`config.mk`:
```
export PLATFORM = sky130hd
export DESIGN_NAME = fp_add_arbiter_flat
export DESIGN_NICKNAME = d
export VERILOG_FILES = /design/src/rtl/fp_add_arbiter_if.sv /design/src/rtl/fp_add_arbiter.sv /design/src/flat_wrapper.sv
export SDC_FILE = /design/constraint.sdc
export NUM_CORES = 1
export LEC_CHECK = 0
export ABC_AREA = 1
export BUFFER_PORTS_ARGS = -buffer_cell sky130_fd_sc_hd__buf_2
export CAP_MARGIN = 10
export CORE_ASPECT_RATIO = 1.5
export CORE_MARGIN = 2
export CORE_UTILIZATION = 30
export CTS_CLUSTER_DIAMETER = 30
export DETAILED_ROUTE_END_ITERATION = 10
export HOLD_SLACK_MARGIN = 0.12
export PLACE_DENSITY = 0.62
export RECOVER_POWER = 100
export REMOVE_ABC_BUFFERS = 1
export SETUP_SLACK_MARGIN = 0.05
export SYNTH_ARGS = -nofsm -noshare
export SYNTH_HDL_FRONTEND = slang
export SYNTH_SLANG_ARGS = --single-unit
```
`constraint.sdc`:
```
create_clock -name clk -period 3.45 [get_ports clk]
set_clock_uncertainty 0.2 [all_clocks]
set_input_delay 0.69 -clock clk [delete_from_list [all_inputs] [get_ports clk]]
set_output_delay 0.69 -clock clk [all_outputs]
set_load 0.01 [all_outputs]
```
`src/rtl/fp_add_arbiter_if.sv`:
```
// Request/response bus between NUM_REQ requesters and the shared FP adder arbiter.
// The master side is the requester group; the slave side is the arbiter.
interface fp_add_arbiter_if #(
  parameter int EXP_WIDTH  = 8,
  parameter int FRAC_WIDTH = 7,
  parameter int NUM_REQ    = 2
);
  localparam int W = 1 + EXP_WIDTH + FRAC_WIDTH;

  logic [NUM_REQ-1:0]        req_valid;
  logic [NUM_REQ-1:0]        req_ready;
  logic [NUM_REQ-1:0][W-1:0] req_op1;
  logic [NUM_REQ-1:0][W-1:0] req_op2;
  logic [NUM_REQ-1:0]        rsp_valid;
  logic [NUM_REQ-1:0]        rsp_ready;
  logic [W-1:0]              rsp_result;
  logic                      rsp_overflow;

  modport master (
    output req_valid, req_op1, req_op2, rsp_ready,
    input  req_ready, rsp_valid, rsp_result, rsp_overflow
  );

  modport slave (
    input  req_valid, req_op1, req_op2, rsp_ready,
    output req_ready, rsp_valid, rsp_result, rsp_overflow
  );
endinterface

```
`src/rtl/fp_add_arbiter.sv`:
```
// Round-robin arbiter sharing one FP adder datapath between NUM_REQ requesters.
// One operation in flight: grant, hold operands on the datapath for
// DP_LATENCY+1 cycles, capture the result, then present it to the winner.
//
// state | meaning
// ------+---------------------------------------------------------------
// IDLE  | no op in flight; arbitrate among req_valid, accept the winner
// EXEC  | captured operands on dp_op*; down-counter runs to terminal count
// RESP  | captured result offered to the granted requester until rsp_ready
module fp_add_arbiter #(
  parameter int EXP_WIDTH  = 8,
  parameter int FRAC_WIDTH = 7,
  parameter int NUM_REQ    = 2,
  parameter int DP_LATENCY = 0,
  localparam int W  = 1 + EXP_WIDTH + FRAC_WIDTH,
  localparam int GW = $clog2(NUM_REQ),
  localparam int LW = 2
) (
  input  logic                 clk,
  input  logic                 rst,
  fp_add_arbiter_if.slave      bus,
  output logic [W-1:0]         dp_op1,
  output logic [W-1:0]         dp_op2,
  input  logic [W-1:0]         dp_result,
  input  logic                 dp_overflow,
  output logic                 busy,
  output logic [15:0]          done_cnt
);

  typedef enum logic [1:0] {IDLE, EXEC, RESP} state_t;

  state_t          state_q, state_d;
  logic [GW-1:0]   last_grant_q;
  logic [GW-1:0]   gnt_q;
  logic [LW-1:0]   lat_cnt_q;
  logic [W-1:0]    op1_q, op2_q;
  logic [W-1:0]    res_q;
  logic            ovf_q;
  logic [15:0]     done_cnt_q, done_cnt_d;

  logic            win_found;
  logic [GW-1:0]   win_idx;
  logic [GW-1:0]   cand;
  logic            accept;
  logic            exec_last;
  logic            rsp_hs;

  // Round-robin pick: first valid requester after the last winner.
  always_comb begin
    win_found = 1'b0;
    win_idx   = '0;
    cand      = '0;
    for (int i = 1; i <= NUM_REQ; i++) begin
      cand = GW'((int'(last_grant_q) + i) % NUM_REQ);
      if (!win_found && bus.req_valid[cand]) begin
        win_found = 1'b1;
        win_idx   = cand;
      end
    end
  end

  // Next-state and handshake decode.
  always_comb begin
    state_d       = state_q;
    bus.req_ready = '0;
    accept        = 1'b0;
    exec_last     = 1'b0;
    rsp_hs        = 1'b0;
    case (state_q)
      IDLE: begin
        if (win_found && !rst) begin
          bus.req_ready[win_idx] = 1'b1;
          accept                 = 1'b1;
          state_d                = EXEC;
        end
      end
      EXEC: begin
        exec_last = (lat_cnt_q == '0);
        if (exec_last) state_d = RESP;
      end
      RESP: begin
        if (bus.rsp_ready[gnt_q]) begin
          rsp_hs  = 1'b1;
          state_d = IDLE;
        end
      end
      default: state_d = IDLE;
    endcase
  end

  // Response valid is one-hot on the granted requester while in RESP.
  always_comb begin
    bus.rsp_valid = '0;
    if (state_q == RESP) bus.rsp_valid[gnt_q] = 1'b1;
  end

  // Counter is written every cycle so the register always tracks done_cnt_d.
  always_comb begin
    done_cnt_d = done_cnt_q + {15'd0, rsp_hs};
  end

  // State, captured operands/result, latency timer and completion counter.
  always_ff @(posedge clk) begin
    if (rst) begin
      state_q      <= IDLE;
      last_grant_q <= GW'(NUM_REQ - 1);
      gnt_q        <= '0;
      lat_cnt_q    <= '0;
      op1_q        <= '0;
      op2_q        <= '0;
      res_q        <= '0;
      ovf_q        <= 1'b0;
      done_cnt_q   <= '0;
    end else begin
      state_q    <= state_d;
      done_cnt_q <= done_cnt_d;
      if (accept) begin
        op1_q        <= bus.req_op1[win_idx];
        op2_q        <= bus.req_op2[win_idx];
        gnt_q        <= win_idx;
        last_grant_q <= win_idx;
        lat_cnt_q    <= LW'(DP_LATENCY);
      end else if (state_q == EXEC && !exec_last) begin
        lat_cnt_q <= lat_cnt_q - 1'b1;
      end
      if (exec_last) begin
        res_q <= dp_result;
        ovf_q <= dp_overflow;
      end
    end
  end

  // Operand registers only change on accept, so the datapath inputs stay
  // quiet outside EXEC.
  assign dp_op1           = op1_q;
  assign dp_op2           = op2_q;
  assign bus.rsp_result   = res_q;
  assign bus.rsp_overflow = ovf_q;
  assign busy             = (state_q != IDLE);
  assign done_cnt         = done_cnt_q;

endmodule
```
`src/flat_wrapper.sv`:
```
// flat-port wrapper written by rule: the top's interface ports become plain ports
module fp_add_arbiter_flat 
#(
  parameter int EXP_WIDTH  = 8,
  parameter int FRAC_WIDTH = 7,
  parameter int NUM_REQ    = 2,
  parameter int DP_LATENCY = 0,
  localparam int W  = 1 + EXP_WIDTH + FRAC_WIDTH,
  localparam int GW = $clog2(NUM_REQ),
  localparam int LW = 2
)
  (clk, rst, dp_op1, dp_op2, dp_result, dp_overflow, busy, done_cnt, bus_req_valid, bus_req_op1, bus_req_op2, bus_rsp_ready, bus_req_ready, bus_rsp_valid, bus_rsp_result, bus_rsp_overflow);
  fp_add_arbiter_if #(.EXP_WIDTH(EXP_WIDTH), .FRAC_WIDTH(FRAC_WIDTH), .NUM_REQ(NUM_REQ)) bus_i ();
  input  logic clk;
  input  logic rst;
  output logic [W-1:0] dp_op1;
  output logic [W-1:0] dp_op2;
  input  logic [W-1:0] dp_result;
  input  logic dp_overflow;
  output logic busy;
  output logic [15:0] done_cnt;
  input wire logic [$bits(bus_i.req_valid)-1:0] bus_req_valid;
  input wire logic [$bits(bus_i.req_op1)-1:0] bus_req_op1;
  input wire logic [$bits(bus_i.req_op2)-1:0] bus_req_op2;
  input wire logic [$bits(bus_i.rsp_ready)-1:0] bus_rsp_ready;
  output wire logic [$bits(bus_i.req_ready)-1:0] bus_req_ready;
  output wire logic [$bits(bus_i.rsp_valid)-1:0] bus_rsp_valid;
  output wire logic [$bits(bus_i.rsp_result)-1:0] bus_rsp_result;
  output wire logic [$bits(bus_i.rsp_overflow)-1:0] bus_rsp_overflow;
  assign bus_i.req_valid = bus_req_valid;
  assign bus_i.req_op1 = bus_req_op1;
  assign bus_i.req_op2 = bus_req_op2;
  assign bus_i.rsp_ready = bus_rsp_ready;
  assign bus_req_ready = bus_i.req_ready;
  assign bus_rsp_valid = bus_i.rsp_valid;
  assign bus_rsp_result = bus_i.rsp_result;
  assign bus_rsp_overflow = bus_i.rsp_overflow;
  fp_add_arbiter #(.EXP_WIDTH(EXP_WIDTH), .FRAC_WIDTH(FRAC_WIDTH), .NUM_REQ(NUM_REQ), .DP_LATENCY(DP_LATENCY)) u_core (.clk(clk), .rst(rst), .bus(bus_i), .dp_op1(dp_op1), .dp_op2(dp_op2), .dp_result(dp_result), .dp_overflow(dp_overflow), .busy(busy), .done_cnt(done_cnt));
endmodule
```
==> impl_results.md <==
* DP Area at 4150 um^2
* GRT overflow at 0
* Hold buffer count at cts at 0
* GRT Total Usage at 0.1479
* Sink Count at 71
* Drt total wl at 8784 um
* Synth cell types at 30
* DP HPWL at 6470 um
* Synth Area per Inst at 6.948 um^2
* Post_cts resized at 0
* Initial antenna violation count at 0
* Maximum buffer depth of the clock tree at 2
* Worst vdd ir at 217.1 uV
* Antenna-violating nets left at 0
* Setup TNS at 0 ps
* Initial core utilization at 0.3093
* Routed len/inst at 11.42 um
* Critical path peak fanout at 8
* FF+latch count, synth at 71
* Slew headroom at 0.2881
* Final RePlAce weighted congestion at 0.7725
* HP Class: register to register
* Row count at 46
* Most frequent cells in the layout: nand2_1, buf_2, clkbuf_1
* Element type at the critical path start: input pin
* Status: finished, final reports clean
* Commonest non-fill, non-tap cell in the layout: nand2_1
* Setup Viol. Count Final at 0
* Syn. warnings at 0
* Post-CTS Repair Setup Buffers at 0
* Worst setup EP type: output pin
* Initial DRC Count at 69
* Final hold vios at 0
* CTS root buffer: clkbuf_16
* Post-layout net count at 710
* Htree depth at 3
* Pwr/cell area at 500.5 nW/um^2
* Largest net degree at the start of global routing at 48
* Share of cells above drive strength 1 at 0.1760
* Routed vias at 3465
* RSZ-0062 raised after global routing: no
* Worst-Skew Late Latency at 320 ps
* Post-synthesis cell count at 474
* P&R area growth vs syn at 31.08%
* Max Slew Vio Count at 0
* IO buf count at 156
* Die height at 132.3 um
* Hold Path Origin: u_core.bus.rsp_result[11]
* FF-to-FF Start: u_core.state_q[1]
* Critical path type: input pin to output pin
* CTS tree: built
* Leak at 1.914 nW
* I/O Pins at 157
* Antenna diodes at 0
* Synthesized area at 3293 um^2
* Fin crit share at 0.7987
* DR vias/cell at 4.506
* Die area at 11850 um^2
* Pre-antenna DRT Iters at 4
* Cts bufs inserted at 9
* Die W at 89.55 um
* Critical path startpoint: bus_req_valid[1]
* FMAX at 0.3629 GHz
* First-pass GRT wire length at 14310 um
* Register clock-pin slew on the reported worst setup and hold paths at 50 ps
* WP data required at 2560 ps
* Core ar. at 10650 um^2
* DRC Markers at 0
* Max_cap viols at 0
* Sequential area share after synthesis at 0.4316
* Worst-margin pin slew at 1065 ps
* Vias in the first global route at 3365
* Design area at 4317 um^2
* Arr. time, crit path at 1870 ps
* Tmin final at 2755 ps
-- final timing paths --
check                                                  to  slack (ps)  depth (start not counted)
worst max-delay path                     bus_req_ready[1]         690                          6
worst min-delay path            u_core.bus.rsp_result[11]         240                          2
worst max register to register        u_core.done_cnt[10]        1190                         11
worst min register to register  u_core.bus.rsp_result[11]         240                          2
-- sequential cells by signal, summed over array words and instances (netlist names) --
register                 flops
u_core.bus.rsp_overflow      1
u_core.bus.rsp_result       16
u_core.lat_cnt_q             2
u_core.dp_op1               16
u_core.done_cnt             16
u_core.last_grant_q          1
u_core.dp_op2               16
u_core.gnt_q                 1
u_core.state_q               2
-- logic make-up (layout without fill, tap and decap cells) --
group	Yosys count	in the layout	share of synthesized area
xor gates and xnor gates	4	4	0.01064
adders and majority gates	3	3	0.01140
and+or+nand+nor	239	239	0.3059
DFF	71	71	0.4316
AOI/OAI and AO/OA	82	82	0.1391
muxes	1	1	0.003040
buffers and inverters	74	225	0.09840
-- layer usage --
metal	vias to the layer above	share of wire	global-route usage
met2	123	0.50	0.2651
met5	-	0	0
li1	1795	-	-
met3	6	0.060	0.04258
met1	1541	0.43	0.1615
met4	0	0.0087	0.04726
-- worst max-delay path, cell delays in order --
cell and delay (ps):
clkbuf_1 290, o21ai_0 370, nor2_8 180, nand3_1 100, inv_1 80, clkbuf_1 150
-- cell usage after synthesis --
cell,instances,area [um^2]
xnor2_1,1,8.760
clkbuf_1,9,33.78
nand3_1,42,210.2
nor3b_1,1,7.510
nor2_1,26,97.59
o21ai_1,5,25.02
inv_4,1,6.260
nand3b_1,1,7.510
dfxtp_1,71,1421
a21oi_1,51,255.2
buf_4,7,52.55
buf_2,8,40.04
ha_1,3,37.54
nor2_4,1,11.26
nand2_2,2,12.51
nand2_1,157,589.3
o21ai_4,1,16.27
xor2_1,3,26.28
buf_1,1,3.750
or2_2,1,6.260
inv_1,47,176.4
buf_6,1,11.26
nor2_8,1,20.02
o21a_1,1,7.510
nand3_2,1,10.01
nor3_1,2,10.01
nand4_1,4,25.02
mux2i_1,1,10.01
a21oi_2,9,78.83
o21ai_0,15,75.07
-- cell type report --
cell class / instances / area, um^2
Clock buffer: 14 / 274.0
Sequential cell: 71 / 1421
Fill cell: 1155 / 6331
Multi-Input combinational cell: 329 / 1494
Timing Repair Buffer: 161 / 726.9
Clock inverter: 2 / 37.54
Inverter: 48 / 182.7
Tap cell: 144 / 180.2
-- through the flow --
step | total power [mW] | hold WS (ps) | setup WS, ps | utilization | std cells
floorplan | 1.095 | 245.3 | 947.0 | - | 448
global placement | 1.252 | 230.7 | 1050 | 0.3898 | 753
detailed placement | 1.260 | 237.9 | 977.6 | 0.3898 | 753
CTS | 2.226 | 246.0 | 1015 | 0.4190 | 769
global route | 2.280 | 261.6 | 555.0 | 0.4054 | 769
finish | 2.161 | 244.1 | 694.5 | 0.4054 | 769
-- where the power goes --
group	switching (mW)	leakage, nW	internal (mW)
Sequential	0.0282	0.579	0.873
Clock	0.327	0.149	0.619
Combinational	0.196	1.19	0.117
Total	0.551	1.91	1.61
No activity file was read; power rests on OpenSTA's default activity.
